[config.mk]
export PLATFORM = sky130hd
export DESIGN_NAME = wb_timer
export DESIGN_NICKNAME = d
export VERILOG_FILES = /design/src/rtl/wb_timer_pkg.sv /design/src/rtl/wb_timer_prescaler.sv /design/src/rtl/wb_timer.sv
export SDC_FILE = /design/constraint.sdc
export NUM_CORES = 1
export LEC_CHECK = 0
export CORE_MARGIN = 8
export CORE_UTILIZATION = 65
export DETAILED_ROUTE_END_ITERATION = 10
export DONT_BUFFER_PORTS = 1
export PLACE_DENSITY = 0.81
export SETUP_SLACK_MARGIN = 0.3
export SLEW_MARGIN = 15
export SYNTH_ARGS = -nofsm -noshare
export SYNTH_HDL_FRONTEND = slang
export SYNTH_SLANG_ARGS = --single-unit
[constraint.sdc]
create_clock -name clk -period 4.25 [get_ports clk]
set_clock_uncertainty 0.1 [all_clocks]
set_input_delay 0.6375 -clock clk [delete_from_list [all_inputs] [get_ports clk]]
set_output_delay 0.6375 -clock clk [all_outputs]
set_load 0.01 [all_outputs]
[src/rtl/wb_timer_pkg.sv]
// Shared definitions for the Wishbone timer: register offsets, CTRL bit
// positions, bus FSM states and the byte-lane write-merge helper.
package wb_timer_pkg;

    localparam logic [31:0] REG_CTRL     = 32'h00;
    localparam logic [31:0] REG_PRESCALE = 32'h04;
    localparam logic [31:0] REG_COUNT    = 32'h08;
    localparam logic [31:0] REG_COMPARE  = 32'h0C;
    localparam logic [31:0] REG_STATUS   = 32'h10;

    localparam int CTRL_EN          = 0;
    localparam int CTRL_AUTO_RELOAD = 1;
    localparam int CTRL_IRQ_EN      = 2;
    localparam int CTRL_BITS        = 3;

    typedef enum logic {
        IDLE = 1'b0,
        RESP = 1'b1
    } bus_state_t;

    // Replace only the byte lanes selected by sel, keep the rest of old.
    function automatic logic [31:0] merge_bytes(input logic [31:0] old_val,
                                                input logic [31:0] new_val,
                                                input logic [3:0]  sel);
        logic [31:0] result;
        result = old_val;
        for (int i = 0; i < 4; i++) begin
            if (sel[i]) begin
                result[8*i +: 8] = new_val[8*i +: 8];
            end
        end
        return result;
    endfunction

endpackage

[src/rtl/wb_timer_prescaler.sv]
// Prescale counter: counts 0..prescale while enabled and emits a one-cycle
// tick on the wrap; a clear request restarts the count from zero.
module timer_prescaler #(
    parameter int PRESCALE_WIDTH = 16
) (
    input  logic                      clk,
    input  logic                      reset_n,
    input  logic                      en,
    input  logic                      clear,
    input  logic [PRESCALE_WIDTH-1:0] prescale,
    output logic                      tick
);

    logic [PRESCALE_WIDTH-1:0] pcnt_reg;
    logic                      at_limit;

    // >= so that lowering PRESCALE below the running count wraps at once
    assign at_limit = (pcnt_reg >= prescale);
    assign tick     = en && !clear && at_limit;

    always_ff @(posedge clk or negedge reset_n) begin
        if (!reset_n) begin
            pcnt_reg <= '0;
        end else if (clear) begin
            pcnt_reg <= '0;
        end else if (en) begin
            if (at_limit) begin
                pcnt_reg <= '0;
            end else begin
                pcnt_reg <= pcnt_reg + 1'b1;
            end
        end
    end

endmodule

[src/rtl/wb_timer.sv]
// Wishbone classic timer/compare slave: prescaled 32-bit up-counter with
// compare match, optional auto-reload and a level interrupt.
module wb_timer
    import wb_timer_pkg::*;
#(
    parameter int ADDR_WIDTH     = 8,
    parameter int PRESCALE_WIDTH = 16
) (
    input  logic                  clk,
    input  logic                  reset_n,
    input  logic                  wb_cyc_i,
    input  logic                  wb_stb_i,
    input  logic                  wb_we_i,
    input  logic [ADDR_WIDTH-1:0] wb_adr_i,
    input  logic [3:0]            wb_sel_i,
    input  logic [31:0]           wb_dat_i,
    output logic [31:0]           wb_dat_o,
    output logic                  wb_ack_o,
    output logic                  wb_err_o,
    output logic                  irq_o
);

    bus_state_t                state_reg, state_next;
    logic                      ack_reg, ack_next;
    logic                      err_reg, err_next;
    logic [31:0]               dat_reg, dat_next;

    logic [CTRL_BITS-1:0]      ctrl_reg, ctrl_next;
    logic [PRESCALE_WIDTH-1:0] prescale_reg, prescale_next;
    logic [31:0]               count_reg, count_next;
    logic [31:0]               compare_reg, compare_next;
    logic                      match_reg, match_next;
    logic                      irq_reg, irq_next;

    logic [31:0]               byte_off;
    logic                      hit_ctrl, hit_prescale, hit_count, hit_compare, hit_status;
    logic                      addr_valid;
    logic                      req;
    logic                      wr;
    logic [31:0]               rd_data;
    logic [31:0]               wr_merged;
    logic                      tick;
    logic                      match_set;
    logic                      unused_bits;

    assign byte_off     = 32'({wb_adr_i[ADDR_WIDTH-1:2], 2'b00});
    assign hit_ctrl     = (byte_off == REG_CTRL);
    assign hit_prescale = (byte_off == REG_PRESCALE);
    assign hit_count    = (byte_off == REG_COUNT);
    assign hit_compare  = (byte_off == REG_COMPARE);
    assign hit_status   = (byte_off == REG_STATUS);
    assign addr_valid   = hit_ctrl | hit_prescale | hit_count | hit_compare | hit_status;

    // A request is only taken in IDLE; stb held through RESP is ignored.
    assign req = wb_cyc_i && wb_stb_i && (state_reg == IDLE);
    assign wr  = req && wb_we_i && addr_valid;

    always_comb begin
        rd_data = '0;
        if (hit_ctrl)     rd_data = 32'(ctrl_reg);
        if (hit_prescale) rd_data = 32'(prescale_reg);
        if (hit_count)    rd_data = count_reg;
        if (hit_compare)  rd_data = compare_reg;
        if (hit_status)   rd_data = {31'b0, match_reg};
    end

    assign wr_merged = merge_bytes(rd_data, wb_dat_i, wb_sel_i);

    timer_prescaler #(
        .PRESCALE_WIDTH(PRESCALE_WIDTH)
    ) u_prescaler (
        .clk     (clk),
        .reset_n (reset_n),
        .en      (ctrl_reg[CTRL_EN]),
        .clear   (wr && (hit_ctrl || hit_prescale)),
        .prescale(prescale_reg),
        .tick    (tick)
    );

    assign match_set = tick && (count_reg == compare_reg);

    always_comb begin
        ctrl_next     = ctrl_reg;
        prescale_next = prescale_reg;
        compare_next  = compare_reg;
        count_next    = count_reg;
        match_next    = match_reg;

        if (wr && hit_ctrl)     ctrl_next     = wr_merged[CTRL_BITS-1:0];
        if (wr && hit_prescale) prescale_next = wr_merged[PRESCALE_WIDTH-1:0];
        if (wr && hit_compare)  compare_next  = wr_merged;

        if (tick) begin
            if (match_set && ctrl_reg[CTRL_AUTO_RELOAD]) begin
                count_next = '0;
            end else begin
                count_next = count_reg + 32'd1;
            end
        end
        // A bus write to COUNT overrides the tick update.
        if (wr && hit_count) count_next = wr_merged;

        if (wr && hit_status && wb_sel_i[0] && wb_dat_i[0]) match_next = 1'b0;
        if (match_set) match_next = 1'b1;

        irq_next = match_next && ctrl_next[CTRL_IRQ_EN];
    end

    always_comb begin
        state_next = state_reg;
        ack_next   = 1'b0;
        err_next   = 1'b0;
        dat_next   = '0;
        case (state_reg)
            IDLE: begin
                if (req) begin
                    state_next = RESP;
                    if (addr_valid) begin
                        ack_next = 1'b1;
                        dat_next = rd_data;
                    end else begin
                        err_next = 1'b1;
                    end
                end
            end
            RESP: begin
                state_next = IDLE;
            end
            default: begin
                state_next = IDLE;
            end
        endcase
    end

    always_ff @(posedge clk or negedge reset_n) begin
        if (!reset_n) begin
            state_reg    <= IDLE;
            ack_reg      <= 1'b0;
            err_reg      <= 1'b0;
            dat_reg      <= '0;
            ctrl_reg     <= '0;
            prescale_reg <= '0;
            count_reg    <= '0;
            compare_reg  <= '0;
            match_reg    <= 1'b0;
            irq_reg      <= 1'b0;
        end else begin
            state_reg    <= state_next;
            ack_reg      <= ack_next;
            err_reg      <= err_next;
            dat_reg      <= dat_next;
            ctrl_reg     <= ctrl_next;
            prescale_reg <= prescale_next;
            count_reg    <= count_next;
            compare_reg  <= compare_next;
            match_reg    <= match_next;
            irq_reg      <= irq_next;
        end
    end

    assign wb_dat_o = dat_reg;
    assign wb_ack_o = ack_reg;
    assign wb_err_o = err_reg;
    assign irq_o    = irq_reg;

    assign unused_bits = ^{wb_adr_i[1:0], wr_merged};

endmodule

# Yosys cells after proc, flatten, opt, wreduce, memory -nomap -nowiden
# Index checks and enable logic that the tools add are counted.
[word_totals] regBits=136 output_inout_bits=35 wordCells=76
[op_classes] n_addsub=2 n_lt_le_gt_ge=1 n_eq_ne=5 mux=29 bitwise_logic=5 reduce_logical=22
[op_table] op="32-bit 2-to-1 mux" n=9
[op_table] op="16-bit 2-to-1 mux" n=4
[op_table] op="32-bit by 1-bit adder with 32-bit output, second input constant" n=1
[op_table] op="32-bit equality test" n=1
[op_table] op="32-bit logical NOT" n=1
[op_table] op="8-bit 2-to-1 mux" n=4
[op_table] op="1-bit logical AND" n=17
[op_table] op="16-bit by 1-bit adder with 16-bit output, second input constant" n=1
[op_table] op="16-bit greater-or-equal comparator" n=1
[op_table] op="6-bit by 2-bit equality test with 1-bit output, second input constant" n=2
[op_table] op="1-bit 2-to-1 mux" n=9
[op_table] op="6-bit by 1-bit equality test with 1-bit output, second input constant" n=1
[op_table] op="6-bit by 3-bit equality test with 1-bit output, second input constant" n=1
[op_table] op="3-bit 2-to-1 mux" n=2
[op_table] op="1-bit bitwise OR" n=4
[op_table] op="2-bit nonzero test" n=2
[op_table] op="1-bit case mux with 2 select lines" n=1
[op_table] op="1-bit logical NOT" n=1
[op_table] op="1-bit logical OR" n=1
[op_table] op="1-bit inverter" n=1

# Longest topological paths before layout
# Gate-level depths: netlist (run 1).
[logic_depth] depth_word=15 ltp_mapped=11 mapped_depth_nobuf=9

# By module
# From an unflattened synthesis (run 1), not the netlist that was laid out.
[hier_totals] hier_cells=958 area_unflattened_um2=8316.7
[modules_own_cells] mod="wb_timer" n_inst=1 cells_each=791 area_per_inst_um2=6910.4 seq_area_each_um2=3002.9
[modules_own_cells] mod="timer_prescaler" n_inst=1 cells_each=167 area_per_inst_um2=1406.3 seq_area_each_um2=400.4

# Worst setup path before layout (run 1)
# No wires, ideal clock.
[synth_timing] path_kind="input-to-reg" from="in wb_adr_i[5]" to="reg u_prescaler.pcnt_reg[2]" setup_ns=0.118 t_arrival_ns=2.425 required_ns=4.032 path_slack_ns=1.607 path_stages=9 path_buffers=2 path_cell_list="or3_1 > or2_1 > or3_4 > and2_1 > buf_6 > nand3_1 > buf_4 > o21ai_0 > a21o_1"
[synth_via] elab_chain_cells=8
[synth_rtl] item="start, declared" line_no="wb_timer.sv:14" text="input logic [ADDR_WIDTH-1:0] wb_adr_i,"
[synth_rtl] item="32-bit logical NOT / 6-bit by 1-bit equality test with 1-bit output (equally long branches)" line_no="wb_timer.sv:47, wb_timer.sv:48"
[synth_rtl] item="1-bit bitwise OR (4 in a row)" line_no="wb_timer.sv:52" text="assign addr_valid = hit_ctrl | hit_prescale | hit_count | hit_compare | hit_status;"
[synth_rtl] item="1-bit logical AND" line_no="wb_timer.sv:56" text="assign wr = req && wb_we_i && addr_valid;"
[synth_rtl] item="1-bit logical AND *" line_no="wb_timer.sv:75" text=".clear (wr && (hit_ctrl || hit_prescale)),"
[synth_rtl] item="16-bit 2-to-1 mux / 2-bit nonzero test (equally long branches)"
[synth_rtl] item="end signal, assigned" line_no="wb_timer_prescaler.sv:30" text="pcnt_reg <= pcnt_reg + 1'b1;"
[synth_rtl] item="end, declared" line_no="wb_timer_prescaler.sv:14" text="logic [PRESCALE_WIDTH-1:0] pcnt_reg;"
# Every way passes the cells marked *; elsewhere a longest branch is shown, timed or not.
# A chain may end at the register's enable or synchronous reset.

# Worst setup path in the final report (run 1)
[layout_timing] from="reg u_prescaler.pcnt_reg[0]" to="reg count_reg[9]"
[layout_via] elab_chain_cells=7
[layout_rtl] item="16-bit greater-or-equal comparator *" line_no="wb_timer_prescaler.sv:18" text="assign at_limit = (pcnt_reg >= prescale);"
[layout_rtl] item="1-bit logical AND *" line_no="wb_timer_prescaler.sv:19" text="assign tick = en && !clear && at_limit;"
[layout_rtl] item="1-bit logical AND" line_no="wb_timer.sv:80" text="assign match_set = tick && (count_reg == compare_reg);"
[layout_rtl] item="1-bit logical AND" line_no="wb_timer.sv:94" text="if (match_set && ctrl_reg[CTRL_AUTO_RELOAD]) begin"
[layout_rtl] item="32-bit 2-to-1 mux" line_no="wb_timer.sv:94"
[layout_rtl] item="32-bit 2-to-1 mux" line_no="wb_timer.sv:93" text="if (tick) begin"
[layout_rtl] item="32-bit 2-to-1 mux" line_no="wb_timer.sv:101" text="if (wr && hit_count) count_next = wr_merged;"
[layout_rtl] item="end signal, assigned" line_no="wb_timer.sv:154" text="count_reg <= count_next;"
[layout_rtl] item="end, declared" line_no="wb_timer.sv:30" text="logic [31:0] count_reg, count_next;"
# Every way passes the cells marked *; elsewhere a longest branch is shown, timed or not. The select of a mux whose other input is x is not followed.

==> results of run 1 <==
## metrics by stage
step,util [%],setup WS (ns)
2_1_floorplan,-,1.61
3_3_place_gp,65.5,0.872
3_5_place_dp,65.5,0.827
4_1_cts,70.1,0.797
5_1_grt,70.1,0.605
6_report,70.1,0.786
## metal layers
layer	up-vias	share of wire, %	GRT usage [%]
met5	-	0	0
met4	0	2.6	10.9
met3	52	7.6	8.50
met2	282	48	41.7
met1	3181	41	31.5
li1	3033	-	-
## worst paths after layout
| path | endpoint | slack [ns] | depth (start not counted) |
|---|---|---|---|
| worst max-delay path | count_reg[9] | 0.79 | 10 |
| worst min-delay path | wb_dat_o[18] | 0.05 | 1 |
| worst max register to register | count_reg[9] | 0.79 | 10 |
| worst min register to register | compare_reg[15] | 0.42 | 2 |
| max in group asynchronous | wb_dat_o[14] | 3.43 | 1 |
| min in group clk | wb_dat_o[23] | 0.27 | 2 |
## worst max-delay path, delay by kind of cell (launching register included)
family	cells	cell delay [ns]
and+or+nand+nor	1	0.14
adders and majority gates	1	0.27
DFF	1	0.40
buffers and inverters	2	0.36
AOI/OAI and AO/OA	6	2.10
## cells by family (layout without fill, tap and decap cells)
family / after synthesis / after routing
AND/OR/NAND/NOR: 330 / 330
AO/OA/AOI/OAI: 228 / 228
flip-flops: 136 / 136
buffers and inverters: 93 / 69
multiplexers: 36 / 36
XOR/XNOR: 35 / 35
adder cells (fa/ha/maj): 18 / 18
## cells in the mapped netlist, types with 3 or more instances
| master | n | area [um^2] |
|---|---|---|
| o2111ai_1 | 3 | 26.3 |
| o211ai_1 | 17 | 128 |
| and3_1 | 13 | 81.3 |
| inv_1 | 31 | 116 |
| a22oi_1 | 7 | 52.6 |
| and4_1 | 4 | 35.0 |
| nor3_1 | 13 | 65.1 |
| and2_1 | 12 | 75.1 |
| o21ai_0 | 47 | 235 |
| nand3b_1 | 4 | 30.0 |
| buf_1 | 3 | 11.3 |
| xor2_1 | 35 | 307 |
| nor2b_1 | 6 | 37.5 |
| nand2b_1 | 4 | 25.0 |
| a21oi_1 | 65 | 325 |
| mux2_2 | 31 | 349 |
| dfrtp_1 | 136 | 3400 |
| nor4_1 | 17 | 106 |
| a221oi_1 | 3 | 26.3 |
| mux4_2 | 3 | 67.6 |
| ha_1 | 18 | 225 |
| a21o_1 | 4 | 30.0 |
| or3_1 | 6 | 37.5 |
| nand3_1 | 23 | 115 |
| nand4_1 | 7 | 43.8 |
| o31ai_1 | 6 | 45.0 |
| clkbuf_1 | 46 | 173 |
| nand4b_1 | 4 | 35.0 |
| buf_2 | 5 | 25.0 |
| buf_6 | 3 | 33.8 |
| a31oi_1 | 16 | 100 |
| a211oi_1 | 3 | 22.5 |
| nand2_1 | 96 | 360 |
| a22o_1 | 16 | 140 |
| nor2_1 | 106 | 398 |
| o21ai_1 | 22 | 110 |
| buf_4 | 4 | 30.0 |
## final cells by class
type | instances | area, um^2
fillers | 872 | 3550
clock inverters | 4 | 47.5
well taps | 147 | 184
inverters | 32 | 120
multi-input cells | 647 | 4000
flip-flops and latches | 136 | 3400
repair buffers | 9 | 87.6
clock buffers | 24 | 472
## placed cells by master (no fill, tap or decap), types with 12 or more instances in the layout
master / instances
a21oi_1: 65
a22o_1: 16
a31oi_1: 16
and2_1: 12
and3_1: 13
clkbuf_16: 17
dfrtp_1: 136
ha_1: 18
inv_1: 31
mux2_2: 31
nand2_1: 96
nand3_1: 23
nor2_1: 105
nor3_1: 13
nor4_1: 16
o211ai_1: 17
o21ai_0: 47
o21ai_1: 22
xor2_1: 35
## repair_timing
| item | 4_1_cts | 5_1_grt |
|---|---|---|
| hold buffers | 1 | 0 |
| buffers inserted | 0 | 0 |
| endpoints found under the hold margin | 136 | 0 |
## power by group
| part | switching, W | internal [W] |
|---|---|---|
| combinational | 0.000226 | 0.000143 |
| clock | 0.000518 | 0.000818 |
| sequential | 0.0000793 | 0.00136 |
==> results.md, run 1 <==
* Final setup fails at 0
* Min-delay worst type: in -> async
* Number of flops mapped to enable cells by yosys at 0
* Wire per inst at just over 20 um
* Setup TNS at 0 ns
* HPWL Detailed at 13800 um
* TritonCTS Sinks at 136
* CTS resizes at 0
* Max Root-Sink Buffers at 2
* Antenna-violating nets left at 0
* Post-Syn Area at roughly 7800 um^2
* GRT Total Usage at between 20% and 30%
* Syn Nets at 943
* IO Port Bufs at 0
* Max FO, Critical Path at 24
* Initial antenna violation count at 0
* Global route overflow at 0
* CP max-delay cell: o21ai_4
* Syn. warnings at 0
* Run status: finished, final reports clean
* Adder-Cell Fraction of Synth Area at roughly 2.9%
* Initial Util at 65.6%
* Area post-placement at around 8000 um^2
* Final Slew Violations at 0
* Die Y-Extent at approximately 130 um
* Fin crit period at between 3 and 4 ns
* I/O Pins at 84
* Finished Cell Area at around 8300 um^2
* Layout cell share with drive strength beyond 1 at roughly a tenth
* Final WL at 20200 um
* FF-to-FF Start: u_prescaler.pcnt_reg[0]
* Final period util at just over 80%
* Crit Path Category: reg -> reg
* XOR/XNOR share of the synthesized area at 3.94%
* Pleak at about 3.7 nW
* Cell total after placement at 970
* Largest net degree at the start of global routing at around 140
* DR DRC count at 0
* Synth Area in Compound Gates at a little under a fifth
* Antenna diodes at 0
* Max-cap violations at 0
* Slew @ Worst Pin at roughly 1.1 ns
* Largest family of logic cells by synthesized area: simple AND/OR/NAND/NOR gates
* Worst-path clk slew at ~0.060 ns
* Worst EP required at 4.49 ns
* Cell Count, Final, Fillers Out at about 1000
* Mean Syn Cell Area at around 8.9 um^2
* Max frequency at just under 300 MHz
* Rows at 40
* Max IR drop VDD at about 0.0003 V
* Die area at around 16000 um^2
* CP endpoint kind: flop
* Crit-path cells: inv_1 > ha_1 > nand2b_1 > a2111oi_0 > o31ai_1 > o31a_1 > o21ai_4 > buf_4 > o21ai_1 > a31oi_1
* CTS tree: done
* Post-synthesis register bit count at between 100 and 150
* Worst rel slew slack at ~25%
* Async SR Flop Fraction at 100%
* Netlist cell types at 65
* Simple-gate share of the synthesized area at 20.4%
* Chip Width at about 130 um
* Drt via density at ~6.6
* Startpoint types: flop
* Worst Path Arrival at 3.70 ns
* Seq/Total Area, Yosys at between 40% and 50%
* PwrDens at about 380 nW/um^2
* Drt initial violations at ~660
* Multiplexer area fraction after synthesis at around 5.6%
* Fin. Hold Viols at 0
* Total power at 0.00314 W
* Worst-skew pair later-pin latency at about 0.43 ns
* CP peak stage delay at between 0.6 and 0.7 ns
* Hold slack at ~0.053 ns
* RSZ-0062 raised after global routing: false
* Vias at ~6500
* Final #Nets at 910
* Area grow syn2layout at 6.88%
* TritonCTS Buffers at 17
* CORE AREA at ~12000 um^2
* Placer Congestion at between 0.8 and 0.9
* Global-route wire length before repair at 32500 um
* First-pass detailed-route iteration total at 7
* Root buffer cell: clkbuf_16
* Gate Count Post-Synth at between 800 and 900
* CP Launch Point: u_prescaler.pcnt_reg[0]
* H-tree depth at 4
* Most used DFF post-synth: dfrtp_1
* Number of global-route vias before repair at between 6000 and 7000
No activity file was read; power rests on OpenSTA's default activity.
==> inputs of run 2 (changes only) <==
- CORE_UTILIZATION: 65 -> 64
- PLACE_DENSITY: 0.81 -> 0.8
- clock period: 4.25 -> 3.2 ns (I/O delays scaled with it)
==> run 2 against run 1 <==
Against the previous run:
- the flow now finishes with violations (negative hold slack)
- combinational power grew 38%
- hold slack worse by 0.40 ns
- cell area rose by 4.4%
- critical path type unchanged
==> results.md, run 2 (synthesis results as in run 1) <==
* Number of global-route vias before repair at around 6500
* PwrDens at ~550 nW/um^2
* Drt initial violations at about 810
* Max frequency at ~360 MHz
* Min-delay worst type: in -> async
* DR DRC count at 0
* Fin crit period at 2.77 ns
* Max Root-Sink Buffers at 2
* Pleak at between 3 and 4 nW
* Chip Width at roughly 130 um
* Max FO, Critical Path at 5
* Worst Path Arrival at roughly 3.0 ns
* I/O Pins at 84
* Max-cap violations at 0
* Slew @ Worst Pin at between 1 and 1.5 ns
* Hold slack at -0.349 ns
* Finished Cell Area at approximately 8700 um^2
* Global-route wire length before repair at 33100 um
* First-pass detailed-route iteration total at 5
* Failing checks: negative hold slack
* Worst EP required at 3.43 ns
* CP endpoint kind: flop
* RSZ-0062 raised after global routing: false
* Area grow syn2layout at 11.6%
* Fin. Hold Viols at approximately 140
* Vias at around 6600
* Wire per inst at 20.3 um
* Layout cell share with drive strength beyond 1 at roughly an eighth
* Final Slew Violations at 0
* Final setup fails at 0
* HPWL Detailed at 14100 um
* Max IR drop VDD at 0.000483 V
* CTS tree: done
* GRT Total Usage at a little over a quarter
* Startpoint types: flop
* Die Y-Extent at ~130 um
* Crit Path Category: reg -> reg
* Largest net degree at the start of global routing at ~140
* Area post-placement at slightly below 8000 um^2
* Worst-path clk slew at approximately 0.060 ns
* TritonCTS Sinks at 136
* Worst R2R Setup Slack at 0.43 ns
* Final WL at about 21000 um
* Final period util at about 87%
* Initial antenna violation count at 0
* Antenna-violating nets left at 0
* Final core occ at a little over 70%
* Worst rel slew slack at between 20 and 30%
* Total power at 0.00482 W
* Rows at 40
* Drt via density at 6.55
* TritonCTS Buffers at 17
* Die area at between 15000 and 20000 um^2
* Worst-skew pair later-pin latency at 0.43 ns
* Global route overflow at 0
* Antenna diodes at 0
* Root buffer cell: clkbuf_16
* Initial Util at 65.0%
* Commonest non-fill, non-tap cell in the layout: dfrtp_1
* IO Port Bufs at 0
* Setup TNS at 0 ns
* Final #Nets at 921
* Most frequent cells in the layout: dfrtp_1 (134), nor2_1 (105), nand2_1 (96)
* H-tree depth at 4
* CORE AREA at about 12000 um^2
* Placer Congestion at between 0.8 and 0.9
* Run status: finished, violations left
[run 2: changes by cell type in the layout (fill, tap and decap cells not counted), sizes merged]
cell	before	now
clkinv	2	4
clkbuf	24	19
buf	9	20
bufinv	1	8
[run 2: worst paths after layout]
kind	cells after the start	from	to
min in group clk	2	wb_adr_i[3]	wb_dat_o[23]
min	0	reset_n	count_reg[11]
max	10	u_prescaler.pcnt_reg[0]	count_reg[26]
max in group asynchronous	0	reset_n	u_prescaler.pcnt_reg[10]
min reg2reg	1	u_prescaler.pcnt_reg[9]	u_prescaler.pcnt_reg[9]
max reg2reg	10	u_prescaler.pcnt_reg[0]	count_reg[26]
[run 2: final cells by class]
type | instances | area (um^2)
clock inverters | 13 | 272
clock buffers | 19 | 453
fillers | 882 | 3280
repair buffers | 20 | 180
well taps | 147 | 184
multi-input cells | 647 | 4070
flip-flops and latches | 136 | 3410
inverters | 32 | 120
[run 2: through the flow]
| step | std cells | setup slack (ns) |
|---|---|---|
| floorplan | 876 | 0.615 |
| global placement | 979 | 0.271 |
| detailed placement | 979 | 0.256 |
| CTS | 1011 | 0.313 |
| global route | 1014 | 0.298 |
| finish | 1014 | 0.427 |
[run 2: metal layers]
layer  global-route usage (%)  share of wire, %  vias to the layer above
li1                         -                 -                     3059
met1                     31.4                40                     3185
met2                     43.3                49                      341
met3                     7.22               8.6                       52
met4                     11.0               2.4                        0
met5                        0                 0                        -
[run 2: what timing repair did]
action,CTS,global route
setup endpoints to repair,9,29
setup buffers,0,2
gates resized for setup,1,15
hold endpoints to repair,136,136
pin swaps,1,4
cloned,0,1
[run 2: worst max-delay path, stage by stage, from the launching register on]
cell and delay, ns:
dfrtp_1 0.40, inv_1 0.06, ha_1 0.27, nand2b_1 0.18, a2111oi_4 0.37, o31ai_4 0.12, o31a_1 0.41, buf_4 0.19
o2111ai_1 0.22, xor2_1 0.12, a211oi_1 0.26
[run 2: where the power goes]
group	internal, W	switching, W	leakage, nW
registers	0.00180	0.000106	1.86
logic	0.000222	0.000286	1.64
clock network	0.00166	0.000746	0.353
total	0.00368	0.00114	3.86
==> inputs of run 3 (changes only) <==
- CTS_BUF_LIST: default -> sky130_fd_sc_hd__clkbuf_16
==> run 3 against run 2 <==
Against the previous run:
- the run still ends with negative hold slack left
- critical path type unchanged
- cell area fell by 0.23%
- largest power group unchanged
- highest routed layer unchanged
- die area is the same
- cell count is the same
- utilization down 0.17 points
- critical endpoint unchanged
==> results.md, run 3 (synthesis results as in run 1) <==
* Startpoint types: flop
* Die area at 15900 um^2
* Placer Congestion at approximately 0.90
* Worst-skew pair later-pin latency at 0.43 ns
* Max frequency at 357 MHz
* IO Port Bufs at 0
* Hold slack at -0.353 ns
* Pleak at between 3 and 4 nW
* Switching Power at ~0.0011 W
* Rows at 40
* Max Root-Sink Buffers at 2
* Failing checks: negative hold slack
* Most frequent cells in the layout: dfrtp_1 (134), nor2_1 (105), nand2_1 (96)
* Worst Path Arrival at between 3 and 4 ns
* Initial Util at 65.0%
* PwrDens at ~550 nW/um^2
* Critical Path End: count_reg[26]
* CORE AREA at approximately 12000 um^2
* Run status: finished, violations left
* Crit-path cells: inv_1 > ha_1 > nand2b_1 > a2111oi_4 > o31ai_4 > o31a_1 > buf_4 > o2111ai_1 > xor2_1 > a211oi_1
* Root buffer cell: clkbuf_16
* Drt initial violations at approximately 820
* Area grow syn2layout at 11.3%
* Worst R2R Setup Slack at 0.40 ns
* Clock power frac at around 50%
* RSZ-0062 raised after global routing: false
* Crit Path Category: reg -> reg
* Number of global-route vias before repair at 6540
* TritonCTS Buffers at 17
* Critical Path Stages at 10
* DR DRC count at 0
* Global-route wire length before repair at roughly 33000 um
* CP peak stage delay at slightly above 0.4 ns
* Max FO, Critical Path at 5
* Final period util at a little under 90%
* I/O Pins at 84
* Antenna diodes at 0
* CP top delay family: compound AO/OA/AOI/OAI gates
* HPWL Detailed at 14100 um
* Wire per inst at just over 20 um
* Switching Fraction at a little under a quarter
* Final setup fails at 0
* Global route overflow at 0
* Initial antenna violation count at 0
* Vias at between 6000 and 7000
* Combinational share of power at between 10% and 20%
* TritonCTS Sinks at 136
* Min-delay worst type: in -> async
* CP endpoint kind: flop
* Layout cell share with drive strength beyond 1 at between 10% and 20%
* Fin. Hold Viols at about 140
* Final setup margin at around 0.40 ns
* Final #Nets at slightly above 900
* Drt via density at approximately 6.5
* Sequential power share at 40.0%
* Max IR drop VDD at 0.000424 V
* Crit path buf inv count at 2
* Worst slack at placement at between 0.2 and 0.3 ns
* Worst EP required at 3.42 ns
* Setup TNS at 0 ns
* Total power at 0.00477 W
* Commonest non-fill, non-tap cell in the layout: dfrtp_1
* Worst-path clk slew at around 0.060 ns
* CP Launch Point: u_prescaler.pcnt_reg[0]
* H-tree depth at 4
* Worst reg-to-reg path cell count at 10
* Max-cap violations at 0
* Slew @ Worst Pin at ~1.1 ns
* CP max-delay cell: o31a_1
* Antenna-violating nets left at 0
* Crit Reg-Reg Endpoint: count_reg[26]
* FF-to-FF Start: u_prescaler.pcnt_reg[0]
* Die Y-Extent at about 130 um
* Worst rel slew slack at 29.2%
* Final WL at 20600 um
* Final Slew Violations at 0
* Chip Width at approximately 130 um
* GRT Total Usage at a little over a quarter
* CTS tree: done
* Internal at roughly 0.0036 W
* Largest net degree at the start of global routing at approximately 140
* Fin crit period at ~2.8 ns
* First-pass detailed-route iteration total at 8
-- run 3: power by group through the flow --
| stage | Sequential (W) | Combinational (W) | Clock [W] |
|---|---|---|---|
| 3_5_place_dp | 0.00193 | 0.000455 | 0 |
| 2_1_floorplan | 0.00190 | 0.000365 | 0 |
| 5_1_grt | 0.00192 | 0.000562 | 0.00243 |
| 3_3_place_gp | 0.00193 | 0.000433 | 0 |
| 4_1_cts | 0.00190 | 0.000465 | 0.00238 |
| 6_report | 0.00191 | 0.000510 | 0.00235 |
-- run 3: layout make-up --
class,instances,area (um^2)
Multi-Input combinational cell,647,4070
Inverter,32,120
Timing Repair Buffer,20,180
Clock inverter,15,279
Sequential cell,136,3410
Clock buffer,17,425
Fill cell,880,3300
Tap cell,147,184
-- run 3: how the worst min path moves through the flow --
stage | cells past startpoint | slack [ns] | start | end
floorplan | 0 | 0.08 | reset_n | compare_reg[0]
global placement | 0 | 0.09 | reset_n | wb_dat_o[17]
detailed placement | 0 | 0.09 | reset_n | wb_dat_o[17]
CTS | 0 | -0.37 | reset_n | wb_dat_o[15]
global route | 0 | -0.37 | reset_n | count_reg[11]
finish | 0 | -0.35 | reset_n | count_reg[11]
-- run 3: per-stage QoR --
| stage | utilization (%) | cells | cell area, um^2 |
|---|---|---|---|
| final | 72.4 | 1014 | 8660 |
| after global routing | 72.4 | 1014 | 8660 |
| after CTS | 71.6 | 1011 | 8570 |
| after detailed placement | 65.7 | 979 | 7860 |
| after global placement | 65.7 | 979 | 7860 |
| after floorplan | - | 876 | 7780 |
-- run 3: timing repair --
| action | 4_1_cts | 5_1_grt |
|---|---|---|
| gates cloned | 0 | 1 |
| gates resized for setup | 1 | 15 |
| buffers inserted | 0 | 2 |
| pin swaps | 1 | 4 |
| endpoints found under the hold margin | 136 | 136 |
| setup endpoints to repair | 8 | 28 |
-- run 3: layer usage --
layer	share of wire [%]	GRT usage (%)
met5	0	0
met4	2.5	11.1
met3	7.9	6.62
met2	50	43.8
met1	40	31.2
